<file path="src/rtl/ps2_kbd_sequencer_pkg.sv">
// Shared types and constants for the PS/2 keyboard host sequencer:
// FSM state encoding, keyboard command/response bytes and byte helpers.
package ps2_pkg;

  typedef enum logic [3:0] {
    ST_SEND_RST,
    ST_WAIT_ACK_RST,
    ST_WAIT_BAT,
    ST_IDLE,
    ST_SEND_ED,
    ST_WAIT_ACK_ED,
    ST_SEND_LED,
    ST_WAIT_ACK_LED,
    ST_ERROR
  } state_t;

  localparam logic [7:0] CMD_RESET    = 8'hFF;
  localparam logic [7:0] CMD_LED      = 8'hED;
  localparam logic [7:0] RSP_ACK      = 8'hFA;
  localparam logic [7:0] RSP_RESEND   = 8'hFE;
  localparam logic [7:0] RSP_BAT      = 8'hAA;
  localparam logic [7:0] RSP_BAT_FAIL = 8'hFC;
  localparam logic [7:0] RSP_ECHO     = 8'hEE;
  localparam logic [7:0] RSP_ERR_LO   = 8'h00;
  localparam logic [7:0] RSP_ERR_HI   = 8'hFF;

  // LED argument byte for the ED command; bit order is {caps, num, scroll}.
  function automatic logic [7:0] ledByte(input logic [2:0] led);
    return {5'b00000, led};
  endfunction

  // Protocol chatter is absorbed here; only scancode traffic reaches the matrix decoder.
  function automatic logic isForwarded(input logic [7:0] b);
    return !(b == RSP_ACK    || b == RSP_RESEND || b == RSP_BAT ||
             b == RSP_ECHO   || b == RSP_ERR_LO || b == RSP_ERR_HI);
  endfunction

endpackage

</file>
<file path="src/rtl/ps2_kbd_sequencer_if.sv">
// Byte-level bundle between the sequencer, the PS/2 PHY, the LED request
// source and the keyboard matrix decoder. The sequencer is the master side.
interface ps2_kbd_sequencer_if;

  logic       rx_valid;
  logic [7:0] rx_data;
  logic       tx_valid;
  logic       tx_ready;
  logic [7:0] tx_data;
  logic       tx_done;
  logic [2:0] led_req;
  logic [7:0] scan;
  logic       scan_received;
  logic       kbd_ready;
  logic       kbd_error;

  modport master (
    input  rx_valid, rx_data, tx_ready, tx_done, led_req,
    output tx_valid, tx_data, scan, scan_received, kbd_ready, kbd_error
  );

  modport slave (
    output rx_valid, rx_data, tx_ready, tx_done, led_req,
    input  tx_valid, tx_data, scan, scan_received, kbd_ready, kbd_error
  );

endinterface

</file>
<file path="src/rtl/ps2_kbd_sequencer_timeout.sv">
// Loadable down-counter used for both the ACK wait and the much longer BAT wait.
// A load restarts the count from 'value'; 'expired' pulses for one cycle when
// the count runs out, after which the counter stays idle until the next load.
module ps2_timeout #(
  parameter int WIDTH = 32
) (
  input  logic             clk,
  input  logic             rst,
  input  logic             load,
  input  logic [WIDTH-1:0] value,
  output logic             expired
);

  logic [WIDTH-1:0] count_q;
  logic             running_q;
  logic             expired_q;

  // Count down while running; a fresh load always wins and cancels any pending expiry.
  always_ff @(posedge clk or posedge rst) begin
    if (rst) begin
      count_q   <= '0;
      running_q <= 1'b0;
      expired_q <= 1'b0;
    end else begin
      expired_q <= 1'b0;
      if (load) begin
        count_q   <= value;
        running_q <= 1'b1;
      end else if (running_q) begin
        if (count_q <= WIDTH'(1)) begin
          count_q   <= '0;
          running_q <= 1'b0;
          expired_q <= 1'b1;
        end else begin
          count_q <= count_q - WIDTH'(1);
        end
      end
    end
  end

  assign expired = expired_q;

endmodule

</file>
<file path="src/rtl/ps2_kbd_sequencer.sv">
// PS/2 keyboard host sequencer: resets and initialises the keyboard, keeps its
// LEDs matching led_req, recovers from RESEND/timeouts, and forwards scancode
// bytes to the matrix decoder while swallowing all command/response traffic.
module ps2_kbd_sequencer
  import ps2_pkg::*;
#(
  parameter int ACK_TIMEOUT = 240000,
  parameter int BAT_TIMEOUT = 24000000,
  parameter int MAX_RETRY   = 3,
  parameter int MAX_INIT    = 3
) (
  input  logic                clk,
  input  logic                rst,
  ps2_kbd_sequencer_if.master bus
);

  state_t     state_q;
  logic       txValid_q;
  logic [7:0] txData_q;
  logic       txBusy_q;
  logic [1:0] retry_q;
  logic [1:0] initFail_q;
  logic [2:0] ledShadow_q;
  logic [2:0] ledSent_q;
  logic       ledSentValid_q;
  logic       kbdReady_q;
  logic       kbdError_q;
  logic [7:0] scan_q;
  logic       scanReceived_q;

  logic        rxAck;
  logic        rxResend;
  logic        rxBat;
  logic        rxBatFail;
  logic        sendState;
  logic        inWaitAck;
  logic        forwardState;
  logic        timerLoad;
  logic [31:0] timerValue;
  logic        timerExpired;
  logic [1:0]  retryInc;
  logic [1:0]  initFailInc;
  logic        retryExhausted;
  logic        initExhausted;
  logic        ackFail;
  logic        batFail;
  logic        restart;
  logic        resend;
  logic [7:0]  sendByte;

  // Decode the incoming byte and decide recovery actions; an ACK arriving on the
  // same cycle as a timer expiry takes priority over the timeout.
  always_comb begin
    rxAck     = bus.rx_valid && (bus.rx_data == RSP_ACK);
    rxResend  = bus.rx_valid && (bus.rx_data == RSP_RESEND);
    rxBat     = bus.rx_valid && (bus.rx_data == RSP_BAT);
    rxBatFail = bus.rx_valid && (bus.rx_data == RSP_BAT_FAIL);

    sendState    = (state_q == ST_SEND_RST) || (state_q == ST_SEND_ED) ||
                   (state_q == ST_SEND_LED);
    inWaitAck    = (state_q == ST_WAIT_ACK_RST) || (state_q == ST_WAIT_ACK_ED) ||
                   (state_q == ST_WAIT_ACK_LED);
    forwardState = !((state_q == ST_SEND_RST) || (state_q == ST_WAIT_ACK_RST) ||
                     (state_q == ST_WAIT_BAT));

    retryInc       = (retry_q == 2'd3) ? retry_q : retry_q + 2'd1;
    initFailInc    = (initFail_q == 2'd3) ? initFail_q : initFail_q + 2'd1;
    retryExhausted = int'(retryInc) >= MAX_RETRY;
    initExhausted  = int'(initFailInc) >= MAX_INIT;

    ackFail = inWaitAck && !rxAck && (rxResend || timerExpired);
    batFail = (state_q == ST_WAIT_BAT) && !rxBat && (rxBatFail || timerExpired);
    restart = (ackFail && retryExhausted) || batFail;
    resend  = ackFail && !retryExhausted;

    timerLoad  = (sendState && txBusy_q && bus.tx_done) ||
                 ((state_q == ST_WAIT_ACK_RST) && rxAck);
    timerValue = (state_q == ST_WAIT_ACK_RST) ? 32'(BAT_TIMEOUT) : 32'(ACK_TIMEOUT);

    sendByte = 8'h00;
    case (state_q)
      ST_SEND_RST: sendByte = CMD_RESET;
      ST_SEND_ED:  sendByte = CMD_LED;
      ST_SEND_LED: sendByte = ledByte(ledShadow_q);
      default:     sendByte = 8'h00;
    endcase
  end

  ps2_timeout #(
    .WIDTH (32)
  ) u_timeout (
    .clk     (clk),
    .rst     (rst),
    .load    (timerLoad),
    .value   (timerValue),
    .expired (timerExpired)
  );

  // Main controller: drives the PHY handshake, walks init and LED updates, and
  // restarts init (or gives up into ERROR) when retries run out.
  always_ff @(posedge clk or posedge rst) begin
    if (rst) begin
      state_q        <= ST_SEND_RST;
      txValid_q      <= 1'b0;
      txData_q       <= 8'h00;
      txBusy_q       <= 1'b0;
      retry_q        <= 2'd0;
      initFail_q     <= 2'd0;
      ledShadow_q    <= 3'b000;
      ledSent_q      <= 3'b000;
      ledSentValid_q <= 1'b0;
      kbdReady_q     <= 1'b0;
      kbdError_q     <= 1'b0;
    end else if (restart) begin
      txValid_q      <= 1'b0;
      txBusy_q       <= 1'b0;
      retry_q        <= 2'd0;
      initFail_q     <= initFailInc;
      ledSentValid_q <= 1'b0;
      kbdReady_q     <= 1'b0;
      if (initExhausted) begin
        state_q    <= ST_ERROR;
        kbdError_q <= 1'b1;
      end else begin
        state_q <= ST_SEND_RST;
      end
    end else begin
      case (state_q)
        ST_SEND_RST, ST_SEND_ED, ST_SEND_LED: begin
          if (!txValid_q && !txBusy_q) begin
            txValid_q <= 1'b1;
            txData_q  <= sendByte;
          end else if (txValid_q) begin
            if (bus.tx_ready) begin
              txValid_q <= 1'b0;
              txBusy_q  <= 1'b1;
            end
          end else if (bus.tx_done) begin
            txBusy_q <= 1'b0;
            if (state_q == ST_SEND_RST) begin
              state_q <= ST_WAIT_ACK_RST;
            end else if (state_q == ST_SEND_ED) begin
              state_q <= ST_WAIT_ACK_ED;
            end else begin
              state_q <= ST_WAIT_ACK_LED;
            end
          end
        end
        ST_WAIT_ACK_RST: begin
          if (rxAck) begin
            state_q <= ST_WAIT_BAT;
            retry_q <= 2'd0;
          end else if (resend) begin
            state_q <= ST_SEND_RST;
            retry_q <= retryInc;
          end
        end
        ST_WAIT_BAT: begin
          if (rxBat) begin
            state_q     <= ST_SEND_ED;
            ledShadow_q <= bus.led_req;
          end
        end
        ST_WAIT_ACK_ED: begin
          if (rxAck) begin
            state_q <= ST_SEND_LED;
            retry_q <= 2'd0;
          end else if (resend) begin
            state_q <= ST_SEND_ED;
            retry_q <= retryInc;
          end
        end
        ST_WAIT_ACK_LED: begin
          if (rxAck) begin
            state_q        <= ST_IDLE;
            ledSent_q      <= ledShadow_q;
            ledSentValid_q <= 1'b1;
            retry_q        <= 2'd0;
            initFail_q     <= 2'd0;
            kbdReady_q     <= 1'b1;
          end else if (resend) begin
            state_q <= ST_SEND_LED;
            retry_q <= retryInc;
          end
        end
        ST_IDLE: begin
          if (rxBat) begin
            ledSentValid_q <= 1'b0;
            ledShadow_q    <= bus.led_req;
            state_q        <= ST_SEND_ED;
          end else if (!ledSentValid_q || (bus.led_req != ledSent_q)) begin
            ledShadow_q <= bus.led_req;
            state_q     <= ST_SEND_ED;
          end
        end
        ST_ERROR: begin
          state_q <= ST_ERROR;
        end
        default: begin
          state_q <= ST_SEND_RST;
        end
      endcase
    end
  end

  // Forward scancode bytes to the matrix decoder with a one-cycle strobe,
  // except while the keyboard is being reset and has not yet passed BAT.
  always_ff @(posedge clk or posedge rst) begin
    if (rst) begin
      scan_q         <= 8'h00;
      scanReceived_q <= 1'b0;
    end else begin
      scanReceived_q <= 1'b0;
      if (bus.rx_valid && forwardState && isForwarded(bus.rx_data)) begin
        scan_q         <= bus.rx_data;
        scanReceived_q <= 1'b1;
      end
    end
  end

  assign bus.tx_valid      = txValid_q;
  assign bus.tx_data       = txData_q;
  assign bus.scan          = scan_q;
  assign bus.scan_received = scanReceived_q;
  assign bus.kbd_ready     = kbdReady_q;
  assign bus.kbd_error     = kbdError_q;

endmodule

</file>
<file path="src/flat_wrapper.sv">
// flat-port wrapper written by rule: the top's interface ports become plain ports
module ps2_kbd_sequencer_flat import ps2_pkg::*;
#(
  parameter int ACK_TIMEOUT = 240000,
  parameter int BAT_TIMEOUT = 24000000,
  parameter int MAX_RETRY   = 3,
  parameter int MAX_INIT    = 3
)
  (clk, rst, bus_rx_valid, bus_rx_data, bus_tx_ready, bus_tx_done, bus_led_req, bus_tx_valid, bus_tx_data, bus_scan, bus_scan_received, bus_kbd_ready, bus_kbd_error);
  ps2_kbd_sequencer_if bus_i ();
  input  logic clk;
  input  logic rst;
  input wire logic [$bits(bus_i.rx_valid)-1:0] bus_rx_valid;
  input wire logic [$bits(bus_i.rx_data)-1:0] bus_rx_data;
  input wire logic [$bits(bus_i.tx_ready)-1:0] bus_tx_ready;
  input wire logic [$bits(bus_i.tx_done)-1:0] bus_tx_done;
  input wire logic [$bits(bus_i.led_req)-1:0] bus_led_req;
  output wire logic [$bits(bus_i.tx_valid)-1:0] bus_tx_valid;
  output wire logic [$bits(bus_i.tx_data)-1:0] bus_tx_data;
  output wire logic [$bits(bus_i.scan)-1:0] bus_scan;
  output wire logic [$bits(bus_i.scan_received)-1:0] bus_scan_received;
  output wire logic [$bits(bus_i.kbd_ready)-1:0] bus_kbd_ready;
  output wire logic [$bits(bus_i.kbd_error)-1:0] bus_kbd_error;
  assign bus_i.rx_valid = bus_rx_valid;
  assign bus_i.rx_data = bus_rx_data;
  assign bus_i.tx_ready = bus_tx_ready;
  assign bus_i.tx_done = bus_tx_done;
  assign bus_i.led_req = bus_led_req;
  assign bus_tx_valid = bus_i.tx_valid;
  assign bus_tx_data = bus_i.tx_data;
  assign bus_scan = bus_i.scan;
  assign bus_scan_received = bus_i.scan_received;
  assign bus_kbd_ready = bus_i.kbd_ready;
  assign bus_kbd_error = bus_i.kbd_error;
  ps2_kbd_sequencer #(.ACK_TIMEOUT(ACK_TIMEOUT), .BAT_TIMEOUT(BAT_TIMEOUT), .MAX_RETRY(MAX_RETRY), .MAX_INIT(MAX_INIT)) u_core (.clk(clk), .rst(rst), .bus(bus_i));
endmodule
</file>
<file path="config.mk">
export PLATFORM = sky130hd
export DESIGN_NAME = ps2_kbd_sequencer_flat
export DESIGN_NICKNAME = d
export VERILOG_FILES = /design/src/rtl/ps2_kbd_sequencer_pkg.sv /design/src/rtl/ps2_kbd_sequencer_if.sv /design/src/rtl/ps2_kbd_sequencer_timeout.sv /design/src/rtl/ps2_kbd_sequencer.sv /design/src/flat_wrapper.sv
export SDC_FILE = /design/constraint.sdc
export NUM_CORES = 1
export LEC_CHECK = 0
export CORE_MARGIN = 8
export CORE_UTILIZATION = 30
export DETAILED_ROUTE_END_ITERATION = 16
export GPL_ROUTABILITY_DRIVEN = 0
export SLEW_MARGIN = 20
export SYNTH_ARGS = -nofsm -noshare
export SYNTH_HDL_FRONTEND = slang
export SYNTH_SLANG_ARGS = --single-unit
</file>
<file path="constraint.sdc">
create_clock -name clk -period 2.3 [get_ports clk]
set_input_delay 0.23 -clock clk [delete_from_list [all_inputs] [get_ports clk]]
set_output_delay 0.23 -clock clk [all_outputs]
set_load 0.03 [all_outputs]
</file>
== Word-level counts from Yosys, hierarchy flattened ==
Index checks and enable logic that the tools add are counted.
W data, S select, Z words.
Storage, ports and cells
  register bits after elaboration: 70
  input bits: 16
  output and inout port bits: 20
  logic and storage cells: 175
Operators by class
  add/sub/neg operators: 3
  magnitude comparators: 3
  equal/unequal tests: 31
  mux-type cells: 59
  bitwise logic cells: 1
  reduce and logical (&&, ||, !) cells: 62
Operator list (count)
  $mux W32: 3
  $mux W4: 15
  $eq A8 B8 Y1 const B: 6
  $le A32 B1 Y1 const B: 1
  $sub A32 B1 Y32 const B: 1
  $pmux W4 S7: 1
  $mux W25: 1
  $pmux W8 S3: 1
  $mux W1: 23
  $mux W2: 10
  $eq A4 B3 Y1 const B: 4
  $logic_and A1 B1 Y1: 16
  $logic_or A1 B1 Y1: 16
  $ne A4 B1 Y1 const B: 4
  $ne A3 B1 Y1 const B: 4
  $reduce_bool A2 Y1: 6
  $mux W3: 3
  $reduce_and A3 Y1: 3
  $reduce_bool A3 Y1: 3
  $eq A4 B2 Y1 const B: 2
  $logic_not A1 Y1: 8
  $logic_not A8 Y1: 1
  $reduce_and A4 Y1: 2
  $reduce_and A8 Y1: 1
  other kinds (15): 24

== Depth between registers and ports, before layout ==
Gate-level depths: netlist of run 1.
  depth in word-level cells: 10
  gate-level depth with buffers: 9

== Cells and area by module ==
Synthesis of run 1 repeated with hierarchy kept, for this count alone.
Unflattened totals
  cell total of the unflattened synthesis: 395
  area, all modules: 3866.2 µm²
Modules (own cells, without submodules)
  ps2_timeout: times used 1, cells each 228, area an instance 2129.5 µm², sequential area each 850.8 µm²
  ps2_kbd_sequencer: times used 1, cells each 167, area an instance 1736.7 µm², sequential area each 825.8 µm²

== Worst setup path before layout of run 1 ==
No wires, ideal clock.
  path type: reg2reg
  start: register u_core.u_timeout.count_q[14]
  end: register u_core.u_timeout.count_q[29]
  setup time: 0.077 ns
  arrival time: 2.203 ns
  required time: 2.223 ns
  setup slack: 0.019 ns
  stages on the path, launching flop included: 7
  buffers on the path: 2
  clock period less this slack: 2.281 ns
  cells stage by stage: dfrtp_1 or4_1 buf_2 or4_1 buf_2 or4_1 a21oi_1
On the way
  word-level cells in the longest chain between the ends: 4
RTL lines
  start: declaration: line ps2_kbd_sequencer_timeout.sv:14  | logic [WIDTH-1:0] count_q;
  start signal: assignment: line ps2_kbd_sequencer_timeout.sv:27  | count_q <= value;
  start signal: assignment: line ps2_kbd_sequencer_timeout.sv:35  | count_q <= count_q - WIDTH'(1);
  $sub A32 B1 Y32 or $le A32 B1 Y1 (tied branches): line ps2_kbd_sequencer_timeout.sv:35, ps2_kbd_sequencer_timeout.sv:30
  $mux W32 *: line ps2_kbd_sequencer_timeout.sv:30  | if (count_q <= WIDTH'(1)) begin
  $mux W32 *: line ps2_kbd_sequencer_timeout.sv:29  | end else if (running_q) begin
  $mux W32 *: line ps2_kbd_sequencer_timeout.sv:26  | if (load) begin
Mark *: on every way between the ends. The rest lies on a longest branch, timed or not. The select of a mux whose other input is x is not followed.
A chain may end at the register's enable or synchronous reset.

== Final worst setup path of run 1 ==
  start: register u_core.u_timeout.count_q[22]
  end: register u_core.u_timeout.count_q[30]
Same word-level chain as after synthesis.

==> results of run 1 <==
-- metal layers --
layer  vias up  GRT usage [%]
met5         -              0
met4         0           5.09
met1      1589           16.0
met2        79           20.4
li1       1596              -
met3         9           3.36
-- power groups by stage --
stage	registers (mW)	clock network [mW]	logic, mW
4_1_cts	1.87	1.37	2.01
6_report	1.87	1.34	2.08
3_3_place_gp	1.87	0	1.95
3_5_place_dp	1.89	0	1.98
2_1_floorplan	2.07	0	0.972
5_1_grt	1.93	1.43	2.27
-- through the flow --
stage	TNS, ns	hold slack (ns)	utilization, %
finish	-0.0230	0.284	41.4
global route	-0.149	0.344	41.4
CTS	0	0.302	40.3
detailed placement	-0.0950	0.454	37.8
global placement	-0.0199	0.450	37.8
floorplan	0	0.382	-
-- sequential cells by signal (all words and copies together) (netlist names) --
| register | count |
|---|---|
| u_core.bus.kbd_error | 1 |
| u_core.bus.kbd_ready | 1 |
| u_core.bus.scan | 8 |
| u_core.bus.scan_received | 1 |
| u_core.bus.tx_data | 5 |
| u_core.bus.tx_valid | 1 |
| u_core.initFail_q | 2 |
| u_core.ledSentValid_q | 1 |
| u_core.ledSent_q | 3 |
| u_core.ledShadow_q | 3 |
| u_core.retry_q | 2 |
| u_core.state_q | 4 |
| u_core.txBusy_q | 1 |
| u_core.u_timeout.count_q | 32 |
| u_core.u_timeout.expired | 1 |
| u_core.u_timeout.running_q | 1 |
-- synthesized netlist by cell type (3+ instances only) --
cell type   n  share of area [%]
dfrtp_1    67                 47
nor2_1     37                3.9
a21oi_1    29                4.1
nand2_1    27                2.8
o21ai_0    26                3.6
nor3_1     18                2.5
nand3_1    17                2.4
mux2_2     15                4.7
nor4_1     13                2.3
clkbuf_1    9               0.94
or4_1       9                1.9
o31ai_1     8                1.7
or3_1       8                1.4
inv_1       7               0.73
buf_2       5               0.70
nor2b_1     5               0.87
o21a_1      5                1.0
and3_1      4               0.70
a311oi_1    3               0.73
a31oi_1     3               0.52
buf_4       3               0.63
nand2b_1    3               0.52
nand4_1     3               0.52
xor2_1      3               0.73
-- path summary, 6_finish.rpt --
check,depth (start not counted),end,slack [ns]
worst max-delay path,7,u_core.u_timeout.count_q[30],-0.02
worst min-delay path,2,u_core.u_timeout.count_q[27],0.28
worst max register to register,7,u_core.u_timeout.count_q[30],-0.02
worst min register to register,1,u_core.bus.kbd_error,0.47
max in group asynchronous,3,u_core.u_timeout.count_q[14],1.40
min in group clk,1,u_core.bus.kbd_error,0.47
-- cell type report --
class	count	area share (%)
Inverter	7	0.537
Tap cell	147	3.76
Sequential cell	67	34.4
Multi-Input combinational cell	282	36.8
Timing Repair Buffer	107	18.7
Clock buffer	11	4.76
Clock inverter	5	1.10
-- cell families (layout without fill, tap and decap cells) --
| family | count (synthesis) | after routing | share of synthesized area (%) |
|---|---|---|---|
| AOI/OAI and AO/OA | 92 | 92 | 15.8 |
| DFF | 67 | 67 | 46.8 |
| muxes | 15 | 15 | 4.72 |
| xor gates and xnor gates | 4 | 4 | 0.978 |
| adders and majority gates | 2 | 2 | 0.698 |
| buffers and inverters | 27 | 130 | 4.02 |
| and+or+nand+nor | 169 | 169 | 27.0 |
-- repair_timing --
action                                 4_1_cts  5_1_grt
pin swaps                                    4       14
resized for setup                            2       15
setup endpoints to repair                    4       17
endpoints found under the hold margin        0        0
gates cloned                                 0        1
buffers inserted                             1       10
==> results.md, run 1 <==
* Final #Nets at just under 500
* Number of synthesized flops with an enable pin at 0
* Crit start category: flip-flop
* Antenna diodes at 0
* Clock transition at path regs at approximately 0.060 ns
* DP Worst Slack at -0.0243 ns
* Asr flop ratio synth at 100%
* DIE WIDTH at approximately 130 um
* Clk sinks at 67
* Die area at about 16000 um^2
* CTS tree: built
* Total power at 5.29 mW
* Switching Fraction at between 30% and 40%
* Worst hold path class: in2async
* Most common cell after layout, fill and taps aside: buf_4
* Post-DRT Antenna Nets at 0
* Die Span Y at between 100 and 150 um
* Syn nets at about 390
* Max stage delay cell, worst path: or4_4
* Row cnt at 40
* CTS Hold Bufs at 0
* WL final at roughly 9.8 mm
* Non-filler instance count after layout at 626
* Mean post-synth cell area at ~9.5 um^2
* Critical Path Source: u_core.u_timeout.count_q[22]
* Worst slew pin tran at roughly 0.70 ns
* Final Cell Area at just under 5000 um^2
* Fmax at around 430 MHz
* Worst setup EP type: flip-flop
* Worst path cell trace: nor4_1 -> buf_4 -> nand2_2 -> or4_4 -> or3_4 -> or3_1 -> a21oi_1
* Final-layout fill cell count at roughly 1100
* DP Area at 4460 um^2
* Maxcap violations at 0
* GRT overflow at 0
* Inst Count DP at between 500 and 600
* Sw Pwr at 1.91 mW
* DPL Wire Length at slightly above 7 mm
* Layout overhead on the synthesized area at 36.5%
* Synthesized area at about 3600 um^2
* Buf/Inv on CP at 1
* Sequential-to-total area share from yosys stat at 46.8%
* DR top layer: met4
* Slew HR at 52.9%
* Slew Viols, Final at 0
* Min Tclk post-route at around 2.3 ns
* DR DRC count at 0
* CP peak stage delay at approximately 0.55 ns
* Wire length on met3 at 466 um
* FF+latch area at approximately 1700 um^2
* Root Driver: clkbuf_16
* Largest net degree at the start of global routing at 36
* Leakage at roughly 2.1 nW
* Layout cells sized above 1 at 26.7%
* I/O pins at 36
* Failing checks: setup timing
* Initial antenna violation count at 0
* Ys flop type: dfrtp_1
* Maximum buffer depth of the clock tree at 2
* VDD IR-drop max at 0.389 mV
* CP Data Arrival Time at approximately 2.6 ns
* Drt pass-1 iters at 4
* Fin. Hold Viols at 0
* Distinct cells, synth at 59
* Via count at around 3300
* Reg-to-reg startpoint: u_core.u_timeout.count_q[22]
* PwrDens at between 1000 and 1500 nW/um^2
* Num CTS Buffers at 9
* Most frequent cells in the layout: buf_4, dfrtp_1, nor2_1, clkdlybuf4s50_1, a21oi_1
* RSZ-0062 raised after global routing: true
* Post-synthesis cell count at 376
* Combinational share of power at ~39%
* Global-route wire length before repair at 16.3 mm
* Multi-input gate area at about 1800 um^2
* Core Area at between 10000 and 15000 um^2
* DR WL met2 at about 4.7 mm
* FF+latch count, synth at 67
* Worst-Skew Late Latency at 0.34 ns
* Critical path's top delay family: simple AND/OR/NAND/NOR gates
* CP Data Required Time at 2.56 ns
* Clock power frac at roughly 25%
* Final Cycle Share at 101%
* Worst Clk Skew at between 0.005 and 0.006 ns
* Internal power at roughly 3.4 mW
* Worst Slack Setup Final at -0.0230 ns
* Peak fanout along the critical path at 3
* Overall routing resource usage at 12.7%
* YS warnings at 0
* Sequential share of power at between 30% and 40%
* Final Setup Violations at 1
* Status: complete, but fails checks
* Vias in the first global route at between 3000 and 4000
* Port Buffer Count at 35
* M1 wire length at approximately 4.5 mm
* Critical path type: reg2reg
* Vias per Instance at around 5.2
* Starting Density at 30.3%
* 1st-iter DRT viols at between 200 and 250
* H-tree lvl count at 3
* WL/cell at approximately 16 um
No activity file was read; power rests on OpenSTA's default activity.
==> run 2: changes to the inputs <==
--- a/config.mk
+++ b/config.mk
@@ -9,7 +9,6 @@
 export CORE_UTILIZATION = 30
 export DETAILED_ROUTE_END_ITERATION = 16
 export GPL_ROUTABILITY_DRIVEN = 0
-export SLEW_MARGIN = 20
 export SYNTH_ARGS = -nofsm -noshare
 export SYNTH_HDL_FRONTEND = slang
 export SYNTH_SLANG_ARGS = --single-unit
==> constraint.sdc (replaced) <==
create_clock -name clk -period 2.3 [get_ports clk]
set_input_delay 0.23 -clock clk [delete_from_list [all_inputs] [get_ports clk]]
set_output_delay 0.23 -clock clk [all_outputs]
set_load 0.05 [all_outputs]
==> results of run 2 <==
Same layout as run 1 (identical final DEF). Status: complete, but fails checks: setup timing.
Among the figures that moved: total power 5.29 mW -> 5.51 mW
==> run 3: changes to the inputs <==
--- a/config.mk
+++ b/config.mk
@@ -9,6 +9,7 @@
 export CORE_UTILIZATION = 30
 export DETAILED_ROUTE_END_ITERATION = 16
 export GPL_ROUTABILITY_DRIVEN = 0
+export RECOVER_POWER = 50
 export SYNTH_ARGS = -nofsm -noshare
 export SYNTH_HDL_FRONTEND = slang
 export SYNTH_SLANG_ARGS = --single-unit
==> run 3 against run 2 <==
Global-route usage stayed put. Die area did not move. First-iteration DRC count down 3.6%. Critical path type unchanged. The run still ends with setup timing left. Cell count is the same. Total power shrank 0.32%. Clock skew hardly changed.
==> results.md, run 3 (same netlist as run 1, synthesis figures left out) <==
* Final Setup Violations at 1 (unchanged)
* Worst Clk Skew at 0.00551 ns (-0.0000696 ns)
* CTS tree: built
* Final #Nets at 492 (unchanged)
* Crit start category: flip-flop
* Initial antenna violation count at 0 (unchanged)
* Antenna diodes at 0 (unchanged)
* Worst hold path class: reg2reg
* Worst slew pin tran at 1.09 ns (+0.389 ns)
* Drt pass-1 iters at 4 (unchanged)
* Most flops, register: u_core.u_timeout.count_q
* Num CTS Buffers at 9 (unchanged)
* Maxcap violations at 0 (unchanged)
* Post-Route Setup TNS at -0.0188 ns (+0.00422 ns)
* DIE WIDTH at 125 um (unchanged)
* Post-DRT Antenna Nets at 0 (unchanged)
* DR DRC count at 0 (unchanged)
* Status: complete, but fails checks
* Most common cell after layout, fill and taps aside: buf_4
* Starting Density at 30.3% (unchanged)
* Worst-Skew Late Latency at 0.34 ns (about the same)
* DR WL met2 at 4.67 mm (+0.13%)
* Row cnt at 40 (unchanged)
* Vias per Instance at 5.26 (+0.55%)
* GRT overflow at 0 (unchanged)
* Leakage at 2.06 nW (-0.56%)
* Die Span Y at 125 um (unchanged)
* Core Area at 11800 um^2 (unchanged)
* Most frequent cells in the layout: buf_4, dfrtp_1, nor2_1, clkdlybuf4s50_1, a21oi_1
* Fin. Hold Viols at 0 (unchanged)
* Layout cells sized above 1 at 25.9% (-0.84 points)
* Final core utilization at 41.3% (-0.095 points)
* H-tree lvl count at 3 (unchanged)
* DPL Wire Length at 7.04 mm (unchanged)
* PwrDens at 1130 nW/um^2
* Worst setup EP type: flip-flop
* M1 wire length at 4.55 mm (+1.2%)
* WL final at 9.75 mm (-0.23%)
* VDD IR-drop max at 0.388 mV
* WHS at 0.470 ns (+0.186 ns)
* Maximum buffer depth of the clock tree at 2 (unchanged)
* Worst Slack Setup Final at -0.0188 ns (+0.00422 ns)
* Slew HR at 27.1% (-26 points)
* Global-route wire length before repair at 16.3 mm (unchanged)
* Root Driver: clkbuf_16
* Min Tclk post-route at 2.32 ns (-0.00422 ns)
* Fmax at 431 MHz (+0.18%)
* Die area at 15700 um^2 (unchanged)
* Max reg flops at 32 (unchanged)
* Slew Viols, Final at 0 (unchanged)
* Via count at 3291 (+0.55%)
* 1st-iter DRT viols at 217 (-3.6%)
* Final-layout fill cell count at 1146 (unchanged)
* Layout overhead on the synthesized area at 36.2%
* Vias in the first global route at 3263 (unchanged)
* Clock transition at path regs at 0.06 ns (about the same)
* Peak fanout along the critical path at 3 (unchanged)
* Largest net degree at the start of global routing at 36 (unchanged)
* I/O pins at 36 (unchanged)
* Wire length on met3 at 340 um (-27%)
* WL/cell at 15.6 um (-0.23%)
* Failing checks: setup timing
* Clk sinks at 67 (unchanged)
* Final Cycle Share at 101% (-0.18 points)
* DR top layer: met4
* Port Buffer Count at 35 (unchanged)
* RSZ-0062 raised after global routing: true
* Critical path type: reg2reg
* CP Data Required Time at 2.56 ns (about the same)
* CP Data Arrival Time at 2.58 ns (about the same)
* Overall routing resource usage at 12.7% (unchanged)
-- run 3: cell types whose count changed in the layout (fill, tap and decap cells not counted), sizes merged --
cell and change:
clkdlybuf4s50 -5, dlygate4sd3 +5, buf -3, clkbuf +3
-- run 3: timing repair --
action | 4_1_cts | 5_1_grt
cloned | 0 | 1
hold buffers | 0 | 0
endpoints found under the setup margin | 4 | 17
resized for setup | 2 | 15
pin swaps | 4 | 14
endpoints found under the hold margin | 0 | 0
buffers inserted | 1 | 10
-- run 3: power by group --
| group | leakage [nW] | switching, mW | internal, mW |
|---|---|---|---|
| Sequential | 0.814 | 0.337 | 1.54 |
| Combinational | 1.11 | 1.29 | 0.996 |
| Clock | 0.143 | 0.502 | 0.835 |
| Total | 2.06 | 2.13 | 3.37 |
-- run 3: through the flow --
step | std cells | instance area (um^2) | setup slack, ns | total power, mW
5_1_grt | 626 | 4880 | -0.0416 | 5.84
3_5_place_dp | 598 | 4460 | -0.0243 | 4.08
3_3_place_gp | 598 | 4460 | -0.0199 | 4.04
4_1_cts | 615 | 4760 | 0.00452 | 5.47
6_report | 626 | 4880 | -0.0188 | 5.49
2_1_floorplan | 376 | 3580 | 0.0194 | 3.25
-- run 3: cell type report --
cell class	count	area (um^2)	area share (%)
clock buffers	11	233	4.77
well taps	147	184	3.77
clock inverters	5	53.8	1.10
repair buffers	107	901	18.5
flip-flops and latches	67	1680	34.5
inverters	7	26.3	0.539
multi-input cells	282	1800	36.9
-- run 3: routing by layer --
metal  track usage, %  vias to the layer above
met1             16.0                     1610
met5                0                        -
met2             20.4                       65
met3             3.36                       15
met4             5.09                        0
li1                 -                     1601
-- run 3: final timing paths --
path / startpoint / endpoint / slack, ns / cells after the start
worst max-delay path: u_core.u_timeout.count_q[22] / u_core.u_timeout.count_q[30] / -0.02 / 7
worst min-delay path: u_core.bus.kbd_error / u_core.bus.kbd_error / 0.47 / 1
worst max register to register: u_core.u_timeout.count_q[22] / u_core.u_timeout.count_q[30] / -0.02 / 7
worst min register to register: u_core.bus.kbd_error / u_core.bus.kbd_error / 0.47 / 1
max in group asynchronous: rst / u_core.bus.scan[5] / 0.83 / 3
min in group asynchronous: rst / u_core.u_timeout.count_q[27] / 0.61 / 2
-- run 3: critical path, cell delays in order (launching register included) --
cell and delay (ns):
dfrtp_1 0.38, nor4_1 0.29, buf_4 0.18, nand2_2 0.07
or4_4 0.54, or3_4 0.34, or3_1 0.31, a21oi_1 0.13
